<file path="config.mk">
export PLATFORM = sky130hd
export DESIGN_NAME = mips_multicycle_ctrl
export DESIGN_NICKNAME = d
export VERILOG_FILES = /design/src/rtl/mips_pkg.sv /design/src/rtl/mips_ctrl_decode.sv /design/src/rtl/mips_multicycle_ctrl.sv
export SDC_FILE = /design/constraint.sdc
export NUM_CORES = 1
export LEC_CHECK = 0
export BUFFER_PORTS_ARGS = -buffer_cell sky130_fd_sc_hd__buf_2
export CORE_MARGIN = 2
export CORE_UTILIZATION = 58
export DETAILED_ROUTE_END_ITERATION = 12
export GPL_TIMING_DRIVEN = 1
export PLACE_DENSITY = 0.88
export SLEW_MARGIN = 20
export SYNTH_ARGS = -nofsm -noshare
export SYNTH_HDL_FRONTEND = slang
export SYNTH_HIERARCHICAL = 1
export SYNTH_SLANG_ARGS = --single-unit
</file>
<file path="constraint.sdc">
create_clock -name clk -period 5.9 [get_ports clk]
set_input_delay 0.59 -clock clk [delete_from_list [all_inputs] [get_ports clk]]
set_output_delay 0.59 -clock clk [all_outputs]
set_load 0.05 [all_outputs]
</file>
<file path="src/rtl/mips_pkg.sv">
// Shared opcode, ALU-op and mux-select encodings plus the control FSM state type
// and the packed control word produced by the state decoder.
package mips_pkg;

    localparam logic [5:0] OP_RTYPE = 6'b000000;
    localparam logic [5:0] OP_LW    = 6'b100011;
    localparam logic [5:0] OP_SW    = 6'b101011;
    localparam logic [5:0] OP_BEQ   = 6'b000100;
    localparam logic [5:0] OP_ADDI  = 6'b001000;
    localparam logic [5:0] OP_J     = 6'b000010;

    localparam logic [1:0] ALUOP_ADD   = 2'b00;
    localparam logic [1:0] ALUOP_SUB   = 2'b01;
    localparam logic [1:0] ALUOP_FUNCT = 2'b10;

    localparam logic [1:0] PCSRC_ALU    = 2'b00;
    localparam logic [1:0] PCSRC_ALUOUT = 2'b01;
    localparam logic [1:0] PCSRC_JUMP   = 2'b10;

    localparam logic [1:0] SRCB_REGB  = 2'b00;
    localparam logic [1:0] SRCB_FOUR  = 2'b01;
    localparam logic [1:0] SRCB_IMM   = 2'b10;
    localparam logic [1:0] SRCB_IMMSH = 2'b11;

    typedef enum logic [3:0] {
        S_FETCH  = 4'd0,
        S_DECODE = 4'd1,
        S_MEMADR = 4'd2,
        S_MEMRD  = 4'd3,
        S_MEMWB  = 4'd4,
        S_MEMWR  = 4'd5,
        S_EXEC   = 4'd6,
        S_ALUWB  = 4'd7,
        S_BRANCH = 4'd8,
        S_ADDIEX = 4'd9,
        S_ADDIWB = 4'd10,
        S_JUMP   = 4'd11
    } state_t;

    // pcwrite is the unconditional request; pc_cond asks for a zero-qualified write.
    typedef struct packed {
        logic       mem_req;
        logic       memwrite;
        logic       iord;
        logic       irwrite;
        logic       pcwrite;
        logic       pc_cond;
        logic [1:0] pcsrc;
        logic       alusrca;
        logic [1:0] alusrcb;
        logic [1:0] aluop;
        logic       regdst;
        logic       memtoreg;
        logic       regwrite;
    } ctrl_t;

endpackage

</file>
<file path="src/rtl/mips_ctrl_decode.sv">
// Pure combinational decode of the FSM state into the raw control word;
// input-dependent qualification (mem_ready, zero, wait timeout) is applied by the caller.
module mips_ctrl_decode
    import mips_pkg::*;
(
    input  state_t state_i,
    output ctrl_t  ctrl_o
);

    always_comb begin
        ctrl_o = '0;
        case (state_i)
            S_FETCH: begin
                ctrl_o.mem_req = 1'b1;
                ctrl_o.irwrite = 1'b1;
                ctrl_o.pcwrite = 1'b1;
                ctrl_o.pcsrc   = PCSRC_ALU;
                ctrl_o.alusrcb = SRCB_FOUR;
                ctrl_o.aluop   = ALUOP_ADD;
            end
            S_DECODE: begin
                ctrl_o.alusrcb = SRCB_IMMSH;
                ctrl_o.aluop   = ALUOP_ADD;
            end
            S_MEMADR, S_ADDIEX: begin
                ctrl_o.alusrca = 1'b1;
                ctrl_o.alusrcb = SRCB_IMM;
                ctrl_o.aluop   = ALUOP_ADD;
            end
            S_MEMRD: begin
                ctrl_o.mem_req = 1'b1;
                ctrl_o.iord    = 1'b1;
            end
            S_MEMWB: begin
                ctrl_o.memtoreg = 1'b1;
                ctrl_o.regwrite = 1'b1;
            end
            S_MEMWR: begin
                ctrl_o.mem_req  = 1'b1;
                ctrl_o.memwrite = 1'b1;
                ctrl_o.iord     = 1'b1;
            end
            S_EXEC: begin
                ctrl_o.alusrca = 1'b1;
                ctrl_o.alusrcb = SRCB_REGB;
                ctrl_o.aluop   = ALUOP_FUNCT;
            end
            S_ALUWB: begin
                ctrl_o.regdst   = 1'b1;
                ctrl_o.regwrite = 1'b1;
            end
            S_BRANCH: begin
                ctrl_o.alusrca = 1'b1;
                ctrl_o.alusrcb = SRCB_REGB;
                ctrl_o.aluop   = ALUOP_SUB;
                ctrl_o.pcsrc   = PCSRC_ALUOUT;
                ctrl_o.pc_cond = 1'b1;
            end
            S_ADDIWB: begin
                ctrl_o.regwrite = 1'b1;
            end
            S_JUMP: begin
                ctrl_o.pcsrc   = PCSRC_JUMP;
                ctrl_o.pcwrite = 1'b1;
            end
            default: ctrl_o = '0;
        endcase
    end

endmodule

</file>
<file path="src/rtl/mips_multicycle_ctrl.sv">
// Multi-cycle MIPS main control FSM: sequences each instruction, bounds memory waits,
// keeps sticky illegal/bus-error flags and a retired-instruction counter.
module mips_multicycle_ctrl
    import mips_pkg::*;
#(
    parameter int CNT_W    = 32,
    parameter int WAIT_MAX = 15
) (
    input  logic             clk,
    input  logic             reset,
    input  logic [5:0]       opcode,
    input  logic             alu_err,
    input  logic             mem_ready,
    input  logic             zero,
    output logic             mem_req,
    output logic             memwrite,
    output logic             iord,
    output logic             irwrite,
    output logic             pcwrite,
    output logic [1:0]       pcsrc,
    output logic             alusrca,
    output logic [1:0]       alusrcb,
    output logic [1:0]       aluop,
    output logic             regdst,
    output logic             memtoreg,
    output logic             regwrite,
    output logic             illegal,
    output logic             bus_err,
    output logic [CNT_W-1:0] retired
);

    localparam int WAIT_W = $clog2(WAIT_MAX + 1);

    state_t             state_q, state_d;
    logic [WAIT_W-1:0]  wait_q, wait_d;
    logic               illegal_q, illegal_d;
    logic               bus_err_q, bus_err_d;
    logic [CNT_W-1:0]   retired_q, retired_d;
    logic               retire;
    logic               timeout;
    logic               fetch;
    ctrl_t              cw;
    ctrl_t              cw_g;

    mips_ctrl_decode u_decode (
        .state_i (state_q),
        .ctrl_o  (cw)
    );

    // Once the budget is spent the request is withdrawn for one cycle; a late
    // mem_ready in that cycle still completes the access.
    assign timeout = (wait_q == WAIT_W'(WAIT_MAX));
    assign fetch   = (state_q == S_FETCH);

    always_comb begin
        state_d   = state_q;
        illegal_d = illegal_q;
        bus_err_d = bus_err_q;
        wait_d    = '0;
        retire    = 1'b0;

        case (state_q)
            S_FETCH:  if (mem_ready) state_d = S_DECODE;
            S_DECODE: begin
                case (opcode)
                    OP_RTYPE:     state_d = S_EXEC;
                    OP_LW, OP_SW: state_d = S_MEMADR;
                    OP_BEQ:       state_d = S_BRANCH;
                    OP_ADDI:      state_d = S_ADDIEX;
                    OP_J:         state_d = S_JUMP;
                    default: begin
                        state_d   = S_FETCH;
                        illegal_d = 1'b1;
                    end
                endcase
            end
            S_MEMADR: state_d = (opcode == OP_SW) ? S_MEMWR : S_MEMRD;
            S_MEMRD:  if (mem_ready) state_d = S_MEMWB;
            S_MEMWB: begin
                state_d = S_FETCH;
                retire  = 1'b1;
            end
            S_MEMWR: begin
                if (mem_ready) begin
                    state_d = S_FETCH;
                    retire  = 1'b1;
                end
            end
            S_EXEC: begin
                if (alu_err) begin
                    state_d   = S_FETCH;
                    illegal_d = 1'b1;
                end else begin
                    state_d = S_ALUWB;
                end
            end
            S_ALUWB, S_BRANCH, S_ADDIWB, S_JUMP: begin
                state_d = S_FETCH;
                retire  = 1'b1;
            end
            S_ADDIEX: state_d = S_ADDIWB;
            default:  state_d = S_FETCH;
        endcase

        if (cw.mem_req && !mem_ready) begin
            if (timeout) begin
                state_d   = S_FETCH;
                bus_err_d = 1'b1;
            end else begin
                wait_d = wait_q + WAIT_W'(1);
            end
        end

        retired_d = retire ? retired_q + CNT_W'(1) : retired_q;
    end

    always_ff @(posedge clk) begin
        if (reset) begin
            state_q   <= S_FETCH;
            wait_q    <= '0;
            illegal_q <= 1'b0;
            bus_err_q <= 1'b0;
            retired_q <= '0;
        end else begin
            state_q   <= state_d;
            wait_q    <= wait_d;
            illegal_q <= illegal_d;
            bus_err_q <= bus_err_d;
            retired_q <= retired_d;
        end
    end

    always_comb begin
        cw_g = reset ? '0 : cw;

        mem_req  = cw_g.mem_req  & ~timeout;
        memwrite = cw_g.memwrite & ~timeout;
        iord     = cw_g.iord;
        irwrite  = cw_g.irwrite & mem_ready;
        pcwrite  = fetch ? (cw_g.pcwrite & mem_ready)
                         : (cw_g.pcwrite | (cw_g.pc_cond & zero));
        pcsrc    = cw_g.pcsrc;
        alusrca  = cw_g.alusrca;
        alusrcb  = cw_g.alusrcb;
        aluop    = cw_g.aluop;
        regdst   = cw_g.regdst;
        memtoreg = cw_g.memtoreg;
        regwrite = cw_g.regwrite;

        illegal  = illegal_q & ~reset;
        bus_err  = bus_err_q & ~reset;
        retired  = reset ? '0 : retired_q;
    end

endmodule

</file>
# == Word level (Yosys, flattened, before mapping) ==
# Index checks and enable logic that the tools add are counted.
# totals
regBits,42
elab_cells,83
# classes
reduce_logical,17
bitwise_logic,11
mux,29
addsub,2
n_eq_ne,19
# ops
cell,count
$pmux 4 s5,2
$add 32x1->32 const B,1
$mux 32,1
$pmux 4 s7,1
$eq 4x4->1 const B,5
$mux 4,5
$eq 4x3->1 const B,4
$mux 16,1
$mux 1,14
$eq 6x6->1 const B,2
$reduce_or 3->1,3
$eq 4x2->1 const B,2
$reduce_or 2->1,4
$and 1x1->1,7
$eq 6x2->1 const B,1
$eq 6x3->1 const B,1
$eq 6x4->1 const B,1
$logic_not 6->1,1
$mux 3,2
$reduce_or 6->1,1
$reduce_or 5->1,1
$add 4x1->4 const B,1
$eq 4x1->1 const B,1
$logic_not 4->1,1
other kinds (11),15

# == Depth between registers and ports, before layout ==
# depth
ltp_word,7
depth_mapped,7
ltp_nobuf,6

# == Hierarchy ==
# The synthesis kept the hierarchy.
# by_module_without_submodules
mod,n_inst,cells_each,area_per_inst_um2
mips_multicycle_ctrl,1,330,2483.6
mips_ctrl_decode,1,29,166.4

# == Worst setup path after synthesis ==
# Ideal clock, no wire load.
# synth_path
kind,reg2out
start,register state_q[2]
end,output pcwrite
t_required_ps,5310
path_slack_ps,3558
path_stages_with_launch,8
arrival_ps,1752
path_cell_list,dfxtp_1 > nand2b_1 > nor3_1 > buf_4 > a21oi_1 > a21oi_1 > a21oi_1 > nor2_1
# synth_rtl
element,line,text
"start, declared",mips_multicycle_ctrl.sv:34,"state_t state_q, state_d;"
"start signal, assigned",mips_multicycle_ctrl.sv:125,state_q <= state_d;
"end, declared",mips_multicycle_ctrl.sv:19,"output logic pcwrite,"

# == Worst setup path after layout ==
# layout_path
start,register state_q[0]
end,register retired_q[24]
# layout_between
elab_chain_len,3
elab_cells_between_ends,8
# layout_lines
element,line,text
$eq 4x4->1 / $eq 4x3->1 (equally long branches),mips_multicycle_ctrl.sv:62,case (state_q)
$reduce_or 5->1 (no line),n/a,
$pmux 1 s2 (*),mips_multicycle_ctrl.sv:62,
"end signal, assigned",mips_multicycle_ctrl.sv:129,retired_q <= retired_d;
"end, declared",mips_multicycle_ctrl.sv:38,"logic [CNT_W-1:0] retired_q, retired_d;"
# Mark *: on every way between the ends. The rest lies on a longest branch, timed or not.
# A chain may end at the register's enable or synchronous reset.

==> metrics.md <==
| Metric | Value |
|---|---|
| Antenna Nets Post-Route | 0 |
| PortBufs | 59 |
| Nets | 419 |
| DRC viols | 0 |
| RSZ-0062 raised after global routing | false |
| Area contributors post-synth | dfxtp_1 32%, nor2b_1 10%, nor2_1 6.2% |
| Root Buffer | clkbuf_8 |
| Total of max-cap violations | 0 |
| Die Height | 71.6 µm |
| FP Rows | 24 |
| Max-slew violations | 0 |
| Vias | 2644 |
| Worst Skew | 0.0107 ns |
| Post-synthesis cell area | 2650 µm² |
| Crit-path leading delay family | simple AND/OR/NAND/NOR gates |
| Buffers & Inverters on Critical Path | 0 |
| Status | finished clean |
| Slowest-stage cell, CP | o21ai_1 |
| Total CTS buffers | 5 |
| Max Clk Rate | 341 MHz |
| Vias in the first global route | 2316 |
| Routed vias/inst | 5.79 |
| Final setup margin | 2.97 ns |
| CTS H-tree lvls | 2 |
| Min Clock Period, post-route | 2.93 ns |
| Initial antenna violation count | 0 |
| Worst Tran Pin Value | 0.958 ns |
| Synth unique cells | 44 |
| Min-delay worst type | flop to flop |
| Final Hold Fails | 0 |
| Slew headroom | 35.7% |
| Resized Gates After CTS | 0 |
| DPL Wire Length | 4.16 mm |
| Initial DRC count | 186 |
| CTS clk-pin slew, worst paths | 0.08 ns |
| Post-DR wirelength/cell | 13.0 µm |
| Maximum number of pins on one net before global-route repair | 84 |
| Global-route wire length before repair | 10.3 mm |
| Leading area contributor after synthesis | dfxtp_1 |
| EDFF count, synth | 0 |
| WL final | 5.95 mm |
| Synthesized net count | 372 |
| Setup violations, final | 0 |
| Gr usage total | 24.4% |
| WS Path Type | flop to flop |
| Synth Area per Inst | 7.38 µm² |
| LEAKAGE | 1.17 nW |
| Critical path cell sequence | nor2b_1, o21ai_1, nand4_1, or4_1, a21oi_1 |
| Cts hold-fix bufs | 0 |
| Total grt overflow | 0 |
| Critical path peak fanout | 20 |
| Worst VDD drop | 109 µV |
| CTS sink cnt | 42 |
| Pre-CTS setup slack | 2.99 ns |
| Yosys top cell area share | 31.7% |
| Crit start category | flop |
| IO Count | 60 |
| Die area | 5130 µm² |
| Die Wd | 71.6 µm |
| Iteration count of the initial detailed-routing pass | 4 |
| Layout area overhead | 13.6% |
| Setup Fix Bufs, Post-CTS | 0 |
| Cells after synthesis | 359 |
| Async S/R FF share, synth | 0% |
| Post-synthesis sequential area ratio | 31.7% |
| GP Congestion | 0.819 |
| Power per cell area | 173 nW/µm² |
| Arrival time worst endpoint | 3.16 ns |
| N_diodes | 0 |
| Worst skew pair latency | 0.30 ns |
| Register bit count reported by yosys | 42 |
| CORE AREA | 4380 µm² |
| Element type at the critical path end | flop |
| Largest stage delay, worst path | 0.78 ns |
| CTS max path bufs | 2 |
| Setup TNS | 0 ns |
| Synth warn | 6 |
| Layout fillers | 390 |
| TritonCTS clock tree | done |
| CP required | 6.13 ns |
| Starting density of the core | 60.4% |
| Share of post-route cells with drive strength above 1 | 17.3% |
| Tcrit/Tclk final | 49.7% |
| Final total power | 0.520 mW |
| Most used DFF post-synth | dfxtp_1 |
[worst register-to-register path: stages (launching register included)]
cell     delay [ns]
dfxtp_1        0.67
nor2b_1        0.16
o21ai_1        0.78
nand4_1        0.56
or4_1          0.57
a21oi_1        0.14
[per-layer routing]
| layer | GRT usage, % | share of wire (%) |
|---|---|---|
| met2 | 38.6 | 48 |
| met4 | 7.76 | 1.1 |
| met5 | 0 | 0 |
| met1 | 34.1 | 47 |
| met3 | 4.22 | 4.1 |
[power breakdown]
part	internal, mW	switching [mW]	total [mW]	leakage, nW
clock network	0.0903	0.0920	0.182	0.0431
logic	0.0148	0.0338	0.0486	0.791
registers	0.285	0.00390	0.289	0.339
total	0.390	0.130	0.520	1.17
[cells in the mapped netlist (10+ instances only)]
cell type  number
inv_1          10
o21ai_0        14
nand4_1        13
clkbuf_1       12
nor2_1         44
or3_1          12
nand2_1        24
nand3_1        16
a21oi_1        29
nor2b_1        44
dfxtp_1        42
xor2_1         14
[logic make-up after synthesis]
family,Yosys count,share of synthesized area [%]
compound gates,65,14.7
buf+inv,30,4.77
flops,42,31.7
simple gates,199,40.7
fa+ha+maj,2,0.944
mux,3,1.23
xor+xnor,18,5.95
[stage by stage]
| step | instances | utilization, % | hold slack, ns | instance area, µm² |
|---|---|---|---|---|
| final | 457 | 68.7 | 0.463 | 3010 |
| after global routing | 457 | 68.7 | 0.496 | 3010 |
| after CTS | 457 | 68.7 | 0.468 | 3010 |
| after detailed placement | 451 | 66.8 | 0.445 | 2930 |
| after global placement | 451 | 66.8 | 0.433 | 2930 |
| after floorplan | 359 | - | 0.418 | 2650 |
[registers in the layout (all words and copies together) (netlist names)]
register   flops
bus_err_q      1
state_q        4
illegal_q      1
retired_q     32
wait_q         4
[cells in the final DEF, fill, tap and decap left out, types with 2 or more instances in the layout]
master and count:
nor3b_1 4, nand3_1 16, o21ai_1 2, nor2_1 44, ha_1 2, or4_1 8, o31ai_1 7, nand3b_1 2
o22ai_1 4, nor3_1 8, or3_1 12, xnor2_1 4, a21oi_1 29, nor4_1 5, buf_2 59, dfxtp_1 42
xor2_1 14, nand4_1 13, nor2b_1 44, and2_1 3, inv_1 10, and3b_1 2, mux2_2 2, and3_1 5
o21ai_0 14, nand2b_1 5, clkbuf_8 6, nand2_1 24
[cell type report]
class / instances / area [µm²] / share of cell area [%]
Clock buffer: 6 / 82.6 / 2.74
Tap cell: 52 / 65.1 / 2.16
Timing Repair Buffer: 60 / 303 / 10.1
Multi-Input combinational cell: 287 / 1680 / 55.9
Sequential cell: 42 / 841 / 27.9
Inverter: 10 / 37.5 / 1.25
[path summary, 6_finish.rpt]
kind	cells after the start	endpoint	startpoint	slack [ns]
worst min register to register	1	wait_q[0]	wait_q[0]	0.46
worst max register to register	5	retired_q[24]	state_q[0]	2.97
worst max-delay path	5	retired_q[24]	state_q[0]	2.97
worst min-delay path	1	wait_q[0]	wait_q[0]	0.46
Power figures use the tool's default switching activity.
